===== src/rtl/crack_result_if.sv =====
// Handshake, key and display bundle between the crack result controller and its environment.
interface crack_result_if #(
  parameter int unsigned CNT_W = 32
);
  logic             start;
  logic             crack_rdy;
  logic             crack_en;
  logic [23:0]      key;
  logic             key_valid;
  logic [6:0]       HEX0;
  logic [6:0]       HEX1;
  logic [6:0]       HEX2;
  logic [6:0]       HEX3;
  logic [6:0]       HEX4;
  logic [6:0]       HEX5;
  logic             busy;
  logic             found;
  logic             failed;
  logic [CNT_W-1:0] cycles;

  // Controller side
  modport master (
    input  start, crack_rdy, key, key_valid,
    output crack_en, HEX0, HEX1, HEX2, HEX3, HEX4, HEX5, busy, found, failed, cycles
  );

  // Environment side (engine, push-button, display)
  modport slave (
    output start, crack_rdy, key, key_valid,
    input  crack_en, HEX0, HEX1, HEX2, HEX3, HEX4, HEX5, busy, found, failed, cycles
  );
endinterface


===== src/rtl/crack_result_ctrl.sv =====
// Sequences one crack-engine run and shows the found key (or a failure) on six 7-segment digits.
module crack_result_ctrl #(
  parameter bit          AUTO_START = 1'b1,
  parameter int unsigned CNT_W      = 32
) (
  input logic            clk,
  input logic            rst,
  crack_result_if.master bus
);
  localparam int unsigned KEY_W     = 24;
  localparam int unsigned DIGITS    = 6;
  localparam logic [6:0]  SEG_BLANK = 7'b1111111;
  localparam logic [6:0]  SEG_DASH  = 7'b0111111;

  typedef enum logic [2:0] {
    S_IDLE  = 3'd0,
    S_REQ   = 3'd1,
    S_WLOW  = 3'd2,
    S_WHIGH = 3'd3,
    S_SHOW  = 3'd4,
    S_FAIL  = 3'd5
  } state_t;

  state_t                 state, state_nxt;
  logic                   boot;
  logic [KEY_W-1:0]       key_q, key_nxt;
  logic                   en_q, en_nxt;
  logic                   busy_q, busy_nxt;
  logic                   found_q, found_nxt;
  logic                   failed_q, failed_nxt;
  logic [CNT_W-1:0]       cnt_q, cnt_nxt;
  logic [DIGITS-1:0][6:0] hex_q, hex_nxt;
  logic                   run_c;

  // Active-low hex digit encoding, bit6=g .. bit0=a
  function automatic logic [6:0] seg7(input logic [3:0] d);
    case (d)
      4'h0: seg7 = 7'b1000000;
      4'h1: seg7 = 7'b1111001;
      4'h2: seg7 = 7'b0100100;
      4'h3: seg7 = 7'b0110000;
      4'h4: seg7 = 7'b0011001;
      4'h5: seg7 = 7'b0010010;
      4'h6: seg7 = 7'b0000010;
      4'h7: seg7 = 7'b1111000;
      4'h8: seg7 = 7'b0000000;
      4'h9: seg7 = 7'b0010000;
      4'hA: seg7 = 7'b0001000;
      4'hB: seg7 = 7'b0000011;
      4'hC: seg7 = 7'b1000110;
      4'hD: seg7 = 7'b0100001;
      4'hE: seg7 = 7'b0000110;
      default: seg7 = 7'b0001110;
    endcase
  endfunction

  assign run_c = (state == S_REQ) || (state == S_WLOW) || (state == S_WHIGH);

  // State and output registers; reset wins over everything
  always_ff @(posedge clk) begin
    if (rst) begin
      state    <= S_IDLE;
      boot     <= 1'b1;
      key_q    <= '0;
      en_q     <= 1'b0;
      busy_q   <= 1'b0;
      found_q  <= 1'b0;
      failed_q <= 1'b0;
      cnt_q    <= '0;
      hex_q    <= {DIGITS{SEG_BLANK}};
    end else begin
      state    <= state_nxt;
      boot     <= 1'b0;
      key_q    <= key_nxt;
      en_q     <= en_nxt;
      busy_q   <= busy_nxt;
      found_q  <= found_nxt;
      failed_q <= failed_nxt;
      cnt_q    <= cnt_nxt;
      hex_q    <= hex_nxt;
    end
  end

  // Next state; WLOW waits for rdy to drop so a stale high rdy is not read as completion
  always_comb begin
    state_nxt = state;
    unique case (state)
      S_IDLE:         if (bus.start || (AUTO_START && boot)) state_nxt = S_REQ;
      S_REQ:          if (bus.crack_rdy) state_nxt = S_WLOW;
      S_WLOW:         if (!bus.crack_rdy) state_nxt = S_WHIGH;
      S_WHIGH:        if (bus.crack_rdy) state_nxt = bus.key_valid ? S_SHOW : S_FAIL;
      S_SHOW, S_FAIL: if (bus.start) state_nxt = S_REQ;
      default:        state_nxt = S_IDLE;
    endcase
  end

  // Next values of the registered outputs, aligned with the state being entered
  always_comb begin
    key_nxt    = key_q;
    en_nxt     = 1'b0;
    cnt_nxt    = cnt_q;
    busy_nxt   = (state_nxt == S_REQ) || (state_nxt == S_WLOW) || (state_nxt == S_WHIGH);
    found_nxt  = (state_nxt == S_SHOW);
    failed_nxt = (state_nxt == S_FAIL);
    hex_nxt    = {DIGITS{SEG_BLANK}};
    if ((state == S_WHIGH) && (state_nxt == S_SHOW)) key_nxt = bus.key;
    if ((state == S_REQ) && bus.crack_rdy) en_nxt = 1'b1;
    if (!run_c && (state_nxt == S_REQ)) cnt_nxt = '0;
    else if (run_c && !(&cnt_q)) cnt_nxt = cnt_q + CNT_W'(1);
    for (int n = 0; n < DIGITS; n++) begin
      if (found_nxt) hex_nxt[n] = seg7(key_nxt[4*n +: 4]);
      else if (failed_nxt) hex_nxt[n] = SEG_DASH;
    end
  end

  assign bus.crack_en = en_q;
  assign bus.busy     = busy_q;
  assign bus.found    = found_q;
  assign bus.failed   = failed_q;
  assign bus.cycles   = cnt_q;
  assign bus.HEX0     = hex_q[0];
  assign bus.HEX1     = hex_q[1];
  assign bus.HEX2     = hex_q[2];
  assign bus.HEX3     = hex_q[3];
  assign bus.HEX4     = hex_q[4];
  assign bus.HEX5     = hex_q[5];
endmodule


===== src/flat_wrapper.sv =====
// flat-port wrapper written by rule: the top's interface ports become plain ports
module crack_result_ctrl_flat 
#(
  parameter bit          AUTO_START = 1'b1,
  parameter int unsigned CNT_W      = 32
)
  (clk, rst, bus_start, bus_crack_rdy, bus_key, bus_key_valid, bus_crack_en, bus_HEX0, bus_HEX1, bus_HEX2, bus_HEX3, bus_HEX4, bus_HEX5, bus_busy, bus_found, bus_failed, bus_cycles);
  crack_result_if #(.CNT_W(CNT_W)) bus_i ();
  input logic clk;
  input logic rst;
  input wire logic [$bits(bus_i.start)-1:0] bus_start;
  input wire logic [$bits(bus_i.crack_rdy)-1:0] bus_crack_rdy;
  input wire logic [$bits(bus_i.key)-1:0] bus_key;
  input wire logic [$bits(bus_i.key_valid)-1:0] bus_key_valid;
  output wire logic [$bits(bus_i.crack_en)-1:0] bus_crack_en;
  output wire logic [$bits(bus_i.HEX0)-1:0] bus_HEX0;
  output wire logic [$bits(bus_i.HEX1)-1:0] bus_HEX1;
  output wire logic [$bits(bus_i.HEX2)-1:0] bus_HEX2;
  output wire logic [$bits(bus_i.HEX3)-1:0] bus_HEX3;
  output wire logic [$bits(bus_i.HEX4)-1:0] bus_HEX4;
  output wire logic [$bits(bus_i.HEX5)-1:0] bus_HEX5;
  output wire logic [$bits(bus_i.busy)-1:0] bus_busy;
  output wire logic [$bits(bus_i.found)-1:0] bus_found;
  output wire logic [$bits(bus_i.failed)-1:0] bus_failed;
  output wire logic [$bits(bus_i.cycles)-1:0] bus_cycles;
  assign bus_i.start = bus_start;
  assign bus_i.crack_rdy = bus_crack_rdy;
  assign bus_i.key = bus_key;
  assign bus_i.key_valid = bus_key_valid;
  assign bus_crack_en = bus_i.crack_en;
  assign bus_HEX0 = bus_i.HEX0;
  assign bus_HEX1 = bus_i.HEX1;
  assign bus_HEX2 = bus_i.HEX2;
  assign bus_HEX3 = bus_i.HEX3;
  assign bus_HEX4 = bus_i.HEX4;
  assign bus_HEX5 = bus_i.HEX5;
  assign bus_busy = bus_i.busy;
  assign bus_found = bus_i.found;
  assign bus_failed = bus_i.failed;
  assign bus_cycles = bus_i.cycles;
  crack_result_ctrl #(.AUTO_START(AUTO_START), .CNT_W(CNT_W)) u_core (.clk(clk), .rst(rst), .bus(bus_i));
endmodule

===== config.mk =====
export PLATFORM = sky130hd
export DESIGN_NAME = crack_result_ctrl_flat
export DESIGN_NICKNAME = d
export VERILOG_FILES = /design/src/rtl/crack_result_if.sv /design/src/rtl/crack_result_ctrl.sv /design/src/flat_wrapper.sv
export SDC_FILE = /design/constraint.sdc
export NUM_CORES = 1
export LEC_CHECK = 0
export CORE_ASPECT_RATIO = 1.1
export CORE_MARGIN = 3
export CORE_UTILIZATION = 53
export DETAILED_ROUTE_END_ITERATION = 10
export GPL_ROUTABILITY_DRIVEN = 0
export PLACE_DENSITY = 0.81
export SLEW_MARGIN = 15
export SYNTH_ARGS = -nofsm -noshare
export SYNTH_HDL_FRONTEND = slang
export SYNTH_SLANG_ARGS = --single-unit
export TNS_END_PERCENT = 50

===== constraint.sdc =====
create_clock -name clk -period 3.74 [get_ports clk]
set_clock_uncertainty 0.05 [all_clocks]
set_input_delay 0.374 -clock clk [delete_from_list [all_inputs] [get_ports clk]]
set_output_delay 0.374 -clock clk [all_outputs]
set_load 0.05 [all_outputs]

Word level (Yosys, flattened, before mapping)
Memory sizes are Yosys's and may differ from the RTL's.
Cells that the tools add are included.
{"block": "classes", "reduce_logical": 15, "shifts": 0, "div_mod_pow": 0, "multipliers": 0, "muxes": 17, "eq_ne": 10, "add_sub_neg": 1, "bitwise_logic": 0, "magnitude_cmp": 0}
{"op": "$mux W7", "count": 7}
{"op": "$add A32 B1 Y32 const B", "count": 1}
{"op": "$reduce_and A32 Y1", "count": 1}
{"op": "$mux W24", "count": 1}
{"op": "$mux W3", "count": 5}
{"op": "$pmux W3 S5", "count": 1}
{"op": "$eq A3 B2 Y1 const B", "count": 4}
{"op": "$eq A3 B3 Y1 const B", "count": 4}
{"op": "$eq A3 B1 Y1 const B", "count": 2}
{"op": "$logic_or A1 B1 Y1", "count": 5}
{"op": "$logic_and A1 B1 Y1", "count": 4}
{"op": "$reduce_or A2 Y1", "count": 2}
{"op": "$logic_not A3 Y1", "count": 1}
{"op": "$mux W1", "count": 3}
{"op": "$logic_not A1 Y1", "count": 2}
{"block": "word_totals", "ff_bits": 106, "inputBits": 29, "rom_bits": 672, "ram_bits": 0, "word_cells": 63, "mem_count": 6, "latchBits": 0}
{"memory": "(name not given)", "words": 16, "word_bits": 7, "read_ports": 1, "rd_clocked_by_memory_dff": 0, "write_ports": 0, "line": "crack_result_ctrl.sv:37", "text": "case (d)"}
{"memory": "(name not given)", "words": 16, "word_bits": 7, "read_ports": 1, "rd_clocked_by_memory_dff": 0, "write_ports": 0, "line": "crack_result_ctrl.sv:37"}
{"memory": "(name not given)", "words": 16, "word_bits": 7, "read_ports": 1, "rd_clocked_by_memory_dff": 0, "write_ports": 0, "line": "crack_result_ctrl.sv:37"}
{"memory": "(name not given)", "words": 16, "word_bits": 7, "read_ports": 1, "rd_clocked_by_memory_dff": 0, "write_ports": 0, "line": "crack_result_ctrl.sv:37"}
{"memory": "(name not given)", "words": 16, "word_bits": 7, "read_ports": 1, "rd_clocked_by_memory_dff": 0, "write_ports": 0, "line": "crack_result_ctrl.sv:37"}
{"memory": "(name not given)", "words": 16, "word_bits": 7, "read_ports": 1, "rd_clocked_by_memory_dff": 0, "write_ports": 0, "line": "crack_result_ctrl.sv:37"}

Logic depth before layout (Yosys ltp)
An unclocked memory read counts as a cell.
{"block": "logic_depth", "word_depth": 8, "mapped_depth": 12}

Least setup slack after synthesis
No wires, ideal clock.
{"block": "synth_timing", "path_type": "register -> register", "start": "register u_core.state[0]", "end": "register u_core.hex_q, in the netlist u_core.bus.HEX2[5]", "arrival_ps": 2496, "setup_ps": 122, "path_buffers": 3, "path_slack_ps": 1072, "stages_incl_launch_ff": 12, "synth_period_minus_slack_ps": 2668, "required_time_ps": 3568, "cell_sequence": "dfxtp_1 -> buf_4 -> and4b_1 -> buf_4 -> nand2_2 -> buf_6 -> mux2i_1 -> inv_1 -> ha_1 -> a21boi_0 -> o21bai_1 -> a221o_1"}
{"block": "synth_via", "elab_chain_cells": 8, "elab_cells_between_ends": 18, "classes_between": "eq/ne (6); mux (8); reduce/logical (3); memory (1)"}
{"element": "start: declaration", "line": "crack_result_ctrl.sv:24", "text": "state_t state, state_nxt;"}
{"element": "start signal: assignment", "line": "crack_result_ctrl.sv:72", "text": "state <= state_nxt;"}
{"element": "$eq A3 B3 Y1", "line": "crack_result_ctrl.sv:87", "text": "unique case (state)"}
{"element": "$reduce_or A2 Y1", "line": "crack_result_ctrl.sv:87"}
{"element": "$pmux W3 S5", "line": "crack_result_ctrl.sv:87"}
{"element": "$eq A3 B3 Y1", "line": "crack_result_ctrl.sv:106", "text": "if ((state == S_WHIGH) && (state_nxt == S_SHOW)) key_nxt = bus.key;"}
{"element": "$logic_and A1 B1 Y1 (*)", "line": "crack_result_ctrl.sv:106"}
{"element": "$mux W24 (*)", "line": "crack_result_ctrl.sv:106"}
{"element": "net u_core.key_nxt[8]", "line": "crack_result_ctrl.sv:26", "text": "logic [KEY_W-1:0] key_q, key_nxt;"}
{"element": "$mem_v2 Z16 W7 (*)"}
{"element": "$mux W7 (*)", "line": "crack_result_ctrl.sv:111", "text": "if (found_nxt) hex_nxt[n] = seg7(key_nxt[4*n +: 4]);"}
{"element": "end signal: assignment", "line": "crack_result_ctrl.sv:70", "text": "hex_q <= {DIGITS{SEG_BLANK}};"}
{"element": "end signal: assignment", "line": "crack_result_ctrl.sv:80", "text": "hex_q <= hex_nxt;"}
{"element": "end: declaration", "line": "crack_result_ctrl.sv:32", "text": "logic [DIGITS-1:0][6:0] hex_q, hex_nxt;"}
Mark *: on every way through the listed nets, which the timed path passes. The rest lies on a longest branch.
A chain may end at the register's enable or synchronous reset.

Final worst setup path
{"block": "layout_timing", "start": "register u_core.state[2]", "end": "register u_core.hex_q, in the netlist u_core.bus.HEX5[3]"}
The elaborated chain is that of the path after synthesis.

==> reports/metrics.csv <==
metric,value,unit
postcts setup bufs,0,
dpl hpwl,10.7,mm
leak pwr,2.78,nW
TritonCTS clock tree,built,
synthesized instance count,613,
Slew @ Worst Pin,898,ps
"Power, Total",2.26,mW
Worst Hold Path Cells,2,
initial core utilization,56.0,%
clock period minus worst slack,3030,ps
GRT Overall Usage,25.2,%
compound-gate portion of the synthesized area,18.2,%
Synth area leader,dfxtp_1,
Fin Setup TNS,0,ps
Final period util,81.0,%
f_max,330,MHz
simple-gate share of the synthesized area,18.4,%
xor and xnor area share after synthesis,4.32,%
clk buf depth,2,
status,completed,
Post-Synth Adder-Cell Area,9.26,%
slowest CP cell,mux2i_1,
Reg-to-Reg Start,u_core.state[2],
hold_buf cts,0,
Layout area overhead,25.6,%
htree depth,3,
root buffer cell,clkbuf_8,
vias in the first global route,5169,
Post-Syn Nets,684,
Setup CP Type,reg -> reg,
Reg2Reg Setup Slack,710,ps
"Arr. time, crit path",3200,ps
# DRC,0,
remaining antenna violation count,0,
Max VDD drop,233,µV
Async SR Flop Fraction,0,%
number of synthesized flops with an enable pin,0,
1st-pass router iterations,6,
die area,12000,µm²
"Avg Cell Area, Syn",9.25,µm²
critical path peak fanout,38,
Fin. Hold Viols,0,
IO Count,107,
worst hold path type,reg -> reg,
startpoint types,flip-flop,
Hold EP,u_core.bus.cycles[23],
Pwr Density,317,nW/µm²
Finished Cell Area,7130,µm²
Rel. slew slack,38.4,%
R2R depth,8,
DP Cell Count,849,
DRC marker count from the first detailed-route iteration,467,
max capacitance violation total,0,
post-DR wirelength/cell,17.2,µm
worst r2r dst,u_core.bus.HEX5[3],
Mapped Area,5670,µm²
nets,791,
Cell variety after synth,62,
antenna cells,0,
largest stage delay on the critical path,600,ps
top cell type's share of synthesized area,37.4,%
Buffers on Ports,106,
Crit path required time,3910,ps
Slew Limit Fails,0,
Routed WL,14.8,mm
largest family of logic cells by synthesized area,simple AND/OR/NAND/NOR gates,
FF/Latch Area,2120,µm²
core area,10100,µm²
critical-path cell list,and4b_1 > nand2_2 > buf_12 > mux2i_1 > inv_1 > ha_1 > a2111oi_0 > a31oi_1,
Ys Warns,0,
first-pass GRT wire length,24.8,mm
WHS,473,ps
clock sink count,106,
DP Area,6900,µm²
Std-Cell Rows,38,
largest net degree at the start of global routing,39,
Seq cells post-synth,106,
Multi-input gate area,3300,µm²
die width,105,µm
gr ovfl total,0,
Vias,5164,
initial antenna violation count,0,
register area share after synthesis,37.4,%
layout cell share with drive strength beyond 1,8.97,%
die height,115,µm
fillers,789,
clock slew at reported path FFs,110,ps
RSZ-0062 raised after global routing,false,
# resized after CTS,0,
vias per std cell,5.97,
Synth area leaders,"dfxtp_1, ha_1, mux2i_1",
Hold Startpoint,u_core.bus.cycles[23],
final setup violation count,0,
CP Capture Type,flip-flop,
mux contribution to synthesized area,7.90,%
TritonCTS buffer count,9,
later-pin clock latency in the skew report,390,ps
Non-Filler Instances,865,
ys flop type,dfxtp_1,
## critical path, delay by kind of cell (launching register included)
family / cells / cell delay (ps)
DFF: 1 / 560
muxes: 1 / 600
buffers and inverters: 2 / 440
AOI/OAI and AO/OA: 2 / 560
adders and majority gates: 1 / 270
and+or+nand+nor: 2 / 360
## kinds of logic after synthesis
group | after synthesis
muxes | 41
DFF | 106
xor gates and xnor gates | 28
adders and majority gates | 42
buffers and inverters | 51
and+or+nand+nor | 197
AOI/OAI and AO/OA | 148
## Yosys cell counts (3+ instances only)
cell         n
nand4b_1     4
inv_1       18
a211oi_1     8
nand3_1     20
a21boi_0     6
nor4_1       6
o21bai_1     6
nor2b_1      6
a31oi_1     15
and4_1       3
nand4_1     20
or4_1        3
and2_1       4
a2111oi_0   17
mux2i_1     24
mux2_2      14
clkbuf_1    12
and3_1       4
xnor2_1     17
or3_1        9
o41ai_1      4
nand3b_1     3
a221o_1      5
a211o_1      4
xor2_1      11
nor2_1      64
dfxtp_1    106
o311ai_0    12
nand2_1     21
a21o_1       3
nor4b_1      4
buf_4        4
buf_6        5
ha_1        42
nor3_1      15
o21ai_0     26
a21oi_1     30
buf_2        9
## sequential cells by signal, summed over array words and instances, names as in the netlist, 3 cells and up
signal	cells
u_core.state	3
u_core.bus.HEX1	7
u_core.bus.HEX2	7
u_core.key_q	24
u_core.bus.cycles	32
u_core.bus.HEX5	7
u_core.bus.HEX3	7
u_core.bus.HEX4	7
u_core.bus.HEX0	7
## final cells by class
| cell class | count | area share (%) |
|---|---|---|
| well taps | 140 | 2.46 |
| flip-flops and latches | 106 | 29.8 |
| repair buffers | 126 | 17.2 |
| multi-input cells | 456 | 46.3 |
| clock inverters | 5 | 1.19 |
| inverters | 21 | 1.11 |
| clock buffers | 11 | 1.98 |
## layer usage
metal / vias up / track usage, % / wire length [µm]
met5: - / 0 / 0
met4: 0 / 12.1 / 448
met3: 43 / 4.85 / 803
met2: 183 / 44.2 / 7510
met1: 2450 / 29.7 / 6070
li1: 2488 / - / -
## worst max path at each step
stage | endpoint | start | slack (ps) | depth (start not counted)
floorplan | u_core.bus.HEX2[5] | u_core.state[0] | 1070 | 11
global placement | u_core.bus.HEX5[4] | bus_key_valid | 600 | 6
detailed placement | u_core.bus.HEX5[4] | bus_key_valid | 510 | 6
CTS | u_core.bus.HEX5[3] | u_core.state[2] | 760 | 8
global route | u_core.bus.HEX5[3] | u_core.state[2] | 440 | 8
finish | u_core.bus.HEX5[3] | u_core.state[2] | 710 | 8
## report_power, final
part / leakage [nW] / internal [mW] / total, mW / switching (mW)
Combinational: 1.81 / 0.108 / 0.287 / 0.179
Sequential: 0.857 / 1.15 / 1.17 / 0.0187
Clock: 0.110 / 0.400 / 0.808 / 0.408
## cell usage in the layout, fill, tap and decap left out, types with 5 or more instances in the layout
cell	instances
clkdlybuf4s50_1	106
dfxtp_1	106
nor2_1	64
ha_1	42
a21oi_1	30
o21ai_0	26
mux2i_1	24
nand2_1	21
nand3_1	20
nand4_1	20
buf_4	19
inv_1	18
xnor2_1	17
a2111oi_0	17
nor3_1	15
a31oi_1	15
mux2_2	14
o311ai_0	12
xor2_1	11
clkbuf_8	10
or3_1	9
a211oi_1	8
nor4_1	6
o21bai_1	6
nor2b_1	6
a21boi_0	6
a221o_1	5
## through the flow
| step | utilization [%] | setup slack, ps |
|---|---|---|
| 5_1_grt | 70.4 | 444 |
| 3_3_place_gp | 68.1 | 604 |
| 3_5_place_dp | 68.1 | 514 |
| 2_1_floorplan | - | 1070 |
| 6_report | 70.4 | 711 |
| 4_1_cts | 70.4 | 761 |
No activity file was read; power rests on OpenSTA's default activity.
==> edit 1: new RTL, same flow settings <==
The 6 states of `state_t` get a one-hot encoding in 6 bits.
--- a/src/rtl/crack_result_ctrl.sv
+++ b/src/rtl/crack_result_ctrl.sv
@@ -12,13 +12,13 @@
   localparam logic [6:0]  SEG_BLANK = 7'b1111111;
   localparam logic [6:0]  SEG_DASH  = 7'b0111111;
 
-  typedef enum logic [2:0] {
-    S_IDLE  = 3'd0,
-    S_REQ   = 3'd1,
-    S_WLOW  = 3'd2,
-    S_WHIGH = 3'd3,
-    S_SHOW  = 3'd4,
-    S_FAIL  = 3'd5
+  typedef enum logic [5:0] {
+    S_IDLE  = 6'b000001,
+    S_REQ   = 6'b000010,
+    S_WLOW  = 6'b000100,
+    S_WHIGH = 6'b001000,
+    S_SHOW  = 6'b010000,
+    S_FAIL  = 6'b100000
   } state_t;
 
   state_t                 state, state_nxt;
Function: same outputs for any inputs over 10 cycles, from zero or initial values and one cycle with rst high; not proved beyond that.
==> edit 1 against the original RTL <==
Area after synthesis is 7.3% higher. Die area is 6.9% higher. Routed wire length is 5.1% higher. Sequential cell count is 3 higher. Register-to-register slack better by 60 ps. Final cell count is 8.1% higher. Worst setup slack better by 52 ps. Design area is 7.0% higher.
Power is not compared: it rests on default switching activity, and its combinational part moved more than twofold at a synthesized area within 25%.
==> edit 1: results (changes against the original RTL) <==
stage;metric;value;unit;change
worst_setup_path;endpoint arrival time on the critical path;3140;ps;-60 ps
status;outcome;complete, no violations;;
worst_setup_path;Crit Reg-Reg Endpoint;u_core.bus.HEX2[3]$_SDFF_PP1_;;
global_routing;global-route wire length before repair;25.45;mm;+2.7%
finish;clk cell area share;0.03727;;+0.005486
worst_setup_path;critical register-to-register path startpoint;u_core.state[1]$_SDFF_PP0_;;
global_routing;GRT Total Usage;0.2408;;-0.01098
global_routing;number of global-route vias before repair;5481;;+6.0%
drt;number of optimization iterations in the first detailed-route pass;5;;-1
clock_tree;root buf cell;clkbuf_16;;
drt;total length of routed met2 wires;8.010;mm;+6.6%
placed_design;Place WS;388.6;ps;-125.7 ps
timing;Least-Margin Pin Slew;826.2;ps;-71.68 ps
synthesis;count of distinct cell types in the synthesized netlist;66;;+6.5%
drt;WL met1;6.253;mm;+3.0%
clock_tree;clock network latency to the later pin of the worst-skew pair;350;ps;-40 ps
timing;final critical-path required period;2977;ps;-51.72 ps
finish;Clock Buffer Count;10;;-1
worst_setup_path;reg-to-reg setup timing slack;770;ps;+60 ps
placed_design;post-detail-place hpwl;11.31;mm;+5.2%
worst_setup_path;crit path from;bus_crack_rdy;;
finish;share of final-layout standard cells stronger than drive strength 1;0.08122;;-0.008437
global_routing;largest net degree at the start of global routing;33;;-15%
worst_setup_path;critical path peak fanout;23;;-39%
finish;fraction of area in multi-input gates;0.4784;;+0.01537
worst_hold_path;hold wc startpoint;u_core.bus.cycles[12]$_SDFFE_PP0P_;;
synthesis;ranking of synthesized cells by area;dfxtp_1 (36%), ha_1 (8.6%), mux2i_1 (5.1%);;
global_routing;GR Layer Usage met3;0.03605;;-0.01246
worst_setup_path;end of the critical path;u_core.bus.HEX2[3]$_SDFF_PP1_;;
worst_hold_path;worst min-delay path endpoint;u_core.bus.cycles[12]$_SDFFE_PP0P_;;
finish;non-clock inverter count;29;;+38%
synthesis;Post-Syn Nets;749;;+9.5%
finish;buffering overhead;0.1596;;-0.01215
synthesis;share of the yosys chip area belonging to registers;0.3583;;-0.01573
drt;Wirelength per Cell;16.68;um;-2.7%
global_routing;global-route track usage on met1;0.2790;;-0.01791
synthesis;synth cell count leaders;dfxtp_1 (109), nor2_1 (58), a21oi_1 (51);;
finish;sequential cell area;2182;um2;+2.8%
==> edit 1: worst max-delay path, stage by stage <==
cell and delay, ps:
clkdlybuf4s50_1 510, and4bb_2 330, nand2_2 120, buf_12 200, mux2i_1 530, inv_1 180
ha_1 280, mux4_2 460, nand2b_1 150
==> edit 1: cells by family after synthesis <==
kind of cell | Yosys count | synth area share
xor+xnor | 16 | 0.02301
buf+inv | 60 | 0.04356
fa+ha+maj | 42 | 0.08629
simple gates | 241 | 0.2219
flops | 109 | 0.3583
mux | 49 | 0.09287
compound gates | 161 | 0.1740
==> edit 1: stage by stage <==
step / instances / area, um2 / hold slack (ps) / total power [uW]
4_1_cts: 935 / 7621 / 452.3 / 2238
3_5_place_dp: 919 / 7337 / 442.0 / 1327
3_3_place_gp: 919 / 7337 / 436.3 / 1324
5_1_grt: 935 / 7621 / 476.9 / 2285
2_1_floorplan: 678 / 6090 / 351.7 / 1266
6_report: 935 / 7621 / 455.0 / 2216
==> edit 2: new RTL, same settings <==
Without the edit above. `AUTO_START` is set to 1'b1 in 2 places; all go to 1'b0.
--- a/src/rtl/crack_result_ctrl.sv
+++ b/src/rtl/crack_result_ctrl.sv
@@ -1,6 +1,6 @@
 // Sequences one crack-engine run and shows the found key (or a failure) on six 7-segment digits.
 module crack_result_ctrl #(
-  parameter bit          AUTO_START = 1'b1,
+  parameter bit          AUTO_START = 1'b0,
   parameter int unsigned CNT_W      = 32
 ) (
   input logic            clk,
--- a/src/flat_wrapper.sv
+++ b/src/flat_wrapper.sv
@@ -1,7 +1,7 @@
 // flat-port wrapper written by rule: the top's interface ports become plain ports
 module crack_result_ctrl_flat 
 #(
-  parameter bit          AUTO_START = 1'b1,
+  parameter bit          AUTO_START = 1'b0,
   parameter int unsigned CNT_W      = 32
 )
   (clk, rst, bus_start, bus_crack_rdy, bus_key, bus_key_valid, bus_crack_en, bus_HEX0, bus_HEX1, bus_HEX2, bus_HEX3, bus_HEX4, bus_HEX5, bus_busy, bus_found, bus_failed, bus_cycles);
Formal check against the unedited RTL: not equivalent (a bounded check fails within 4 cycles, from zero or initial values and one cycle with rst high).
==> edit 2 against the original RTL <==
Routed wire length decreased by 4.2%. Largest cell class unchanged. Critical path depth unchanged. Worst setup slack improved by 44 ps. Synthesized cell count decreased by 3.3%. Power decreased by 7.7%. Die area decreased by 1.5%. Sequential share of layout area increased by 0.31 points. Combinational power decreased by 32%. Design area decreased by 2.0%. Area after synthesis decreased by 1.6%. Sequential cell count decreased by 1. Highest routed layer unchanged. Count of clock-buffer cells in the layout unchanged.
==> edit 2: results (changes against the original RTL) <==
stage;metric;value;unit;change
global_routing;largest net degree at the start of global routing;32;;-18%
global_routing;GR Layer Usage met3;0.03962;;-0.008890
global_routing;global-route wire length before repair;23.16;mm;-6.6%
global_routing;initial antenna violation count;0;;unchanged
global_routing;number of global-route vias before repair;4834;;-6.5%
placed_design;Cell Area, Placed;6770;um2;-1.9%
synthesis;Post-Syn Nets;665;;-2.8%
global_routing;GRT Total Usage;0.2345;;-0.01724
clock_tree;clock network latency to the later pin of the worst-skew pair;370;ps;-20 ps
drt;Wirelength per Cell;16.85;um;-1.8%
global_routing;global-route track usage on met1;0.2747;;-0.02220
timing;Least-Margin Pin Slew;1026;ps;+128.4 ps
synthesis;count of distinct cell types in the synthesized netlist;60;;-3.2%
power;leakage power;0.002859;uW;+2.8%
drt;DR iter-0 viols;245;;-48%
global_routing;met2 track demand over resource;0.4309;;-0.01100
power;VDD IR max;0.0001877;V;-20%
finish;share of final-layout standard cells stronger than drive strength 1;0.08807;;-0.001587
finish;nets@finish;771;;-2.5%
clock_tree;sinks on the clock net;105;;-0.94%
synthesis;ranking of synthesized cells by area;dfxtp_1 (38%), ha_1 (9.6%), mux2i_1 (6.3%);;
synthesis;synth cell count leaders;dfxtp_1 (105), ha_1 (43), o21ai_0 (40);;
synthesis;Synthesis Warnings;0;;unchanged
drt;vias post-DR;5000;;-3.2%
worst_hold_path;worst hold path type;flop to flop;;
status;outcome;complete, no violations;;
worst_setup_path;critical path peak fanout;12;;-68%
finish;FILL cells;824;;+4.4%
worst_setup_path;endpoint arrival time on the critical path;3160;ps;-40 ps
clock_tree;clock transition at the registers of the reported paths;100;ps;
synthesis;share of the yosys chip area belonging to registers;0.3766;;+0.002535
[edit 2: changes by cell type after synthesis, moves of 9 or more]
| cell | change |
|---|---|
| nor2_1 | -30 |
| a2111oi_0 | -16 |
| o21ai_0 | +14 |
| mux2i_1 | +11 |
| inv_1 | +10 |
| xnor2_1 | -9 |
[edit 2: routing by layer]
| layer | routed length (um) | vias up |
|---|---|---|
| li1 | - | 2403 |
| met4 | 306 | 0 |
| met5 | 0 | - |
| met2 | 7316 | 187 |
| met1 | 5858 | 2385 |
| met3 | 737 | 25 |
[edit 2: final timing paths]
kind,end,startpoint,slack [ps],cells past startpoint
max,u_core.bus.HEX5[3]$_SDFF_PP1_,u_core.state[1]$_SDFF_PP0_,750,8
min,u_core.bus.cycles[31]$_SDFFE_PP0P_,u_core.bus.cycles[31]$_SDFFE_PP0P_,470,2
max reg2reg,u_core.bus.HEX5[3]$_SDFF_PP1_,u_core.state[1]$_SDFF_PP0_,750,8
min reg2reg,u_core.bus.cycles[31]$_SDFFE_PP0P_,u_core.bus.cycles[31]$_SDFFE_PP0P_,470,2
[edit 2: cell families after synthesis]
group	count (synthesis)	share of synthesized area
buffers and inverters	53	0.04550
AOI/OAI and AO/OA	144	0.1657
and+or+nand+nor	170	0.1639
xor gates and xnor gates	15	0.02354
DFF	105	0.3766
muxes	63	0.1284
adders and majority gates	43	0.09639
[edit 2: per-stage QoR]
| stage | total power, uW | setup WS, ps | util | cells |
|---|---|---|---|---|
| 2_1_floorplan | 1284 | 1049 | - | 593 |
| 3_3_place_gp | 1357 | 596.9 | 0.6717 | 828 |
| 3_5_place_dp | 1363 | 475.8 | 0.6717 | 828 |
| 4_1_cts | 2092 | 754.7 | 0.6930 | 844 |
| 5_1_grt | 2148 | 519.0 | 0.6930 | 844 |
| 6_report | 2086 | 755.0 | 0.6930 | 844 |
[edit 2: cell type report]
type                    count  area share
inverters                  29     0.01558
multi-input cells         435      0.4618
flip-flops and latches    105      0.3009
well taps                 140     0.02508
clock buffers              11     0.02167
repair buffers            119      0.1659
clock inverters             5    0.009135
[edit 2: critical path, cell delays in order (launching register included)]
cell	delay, ps
dfxtp_1	600
and4b_1	410
nand2_4	160
mux2i_1	540
inv_1	190
ha_1	270
a21boi_0	130
a2111oi_0	420
a31oi_1	70
[edit 2: power by group]
group	switching, uW	internal, uW
Sequential	13.9	1130
Combinational	116	78.4
Clock	397	350
Total	527	1560
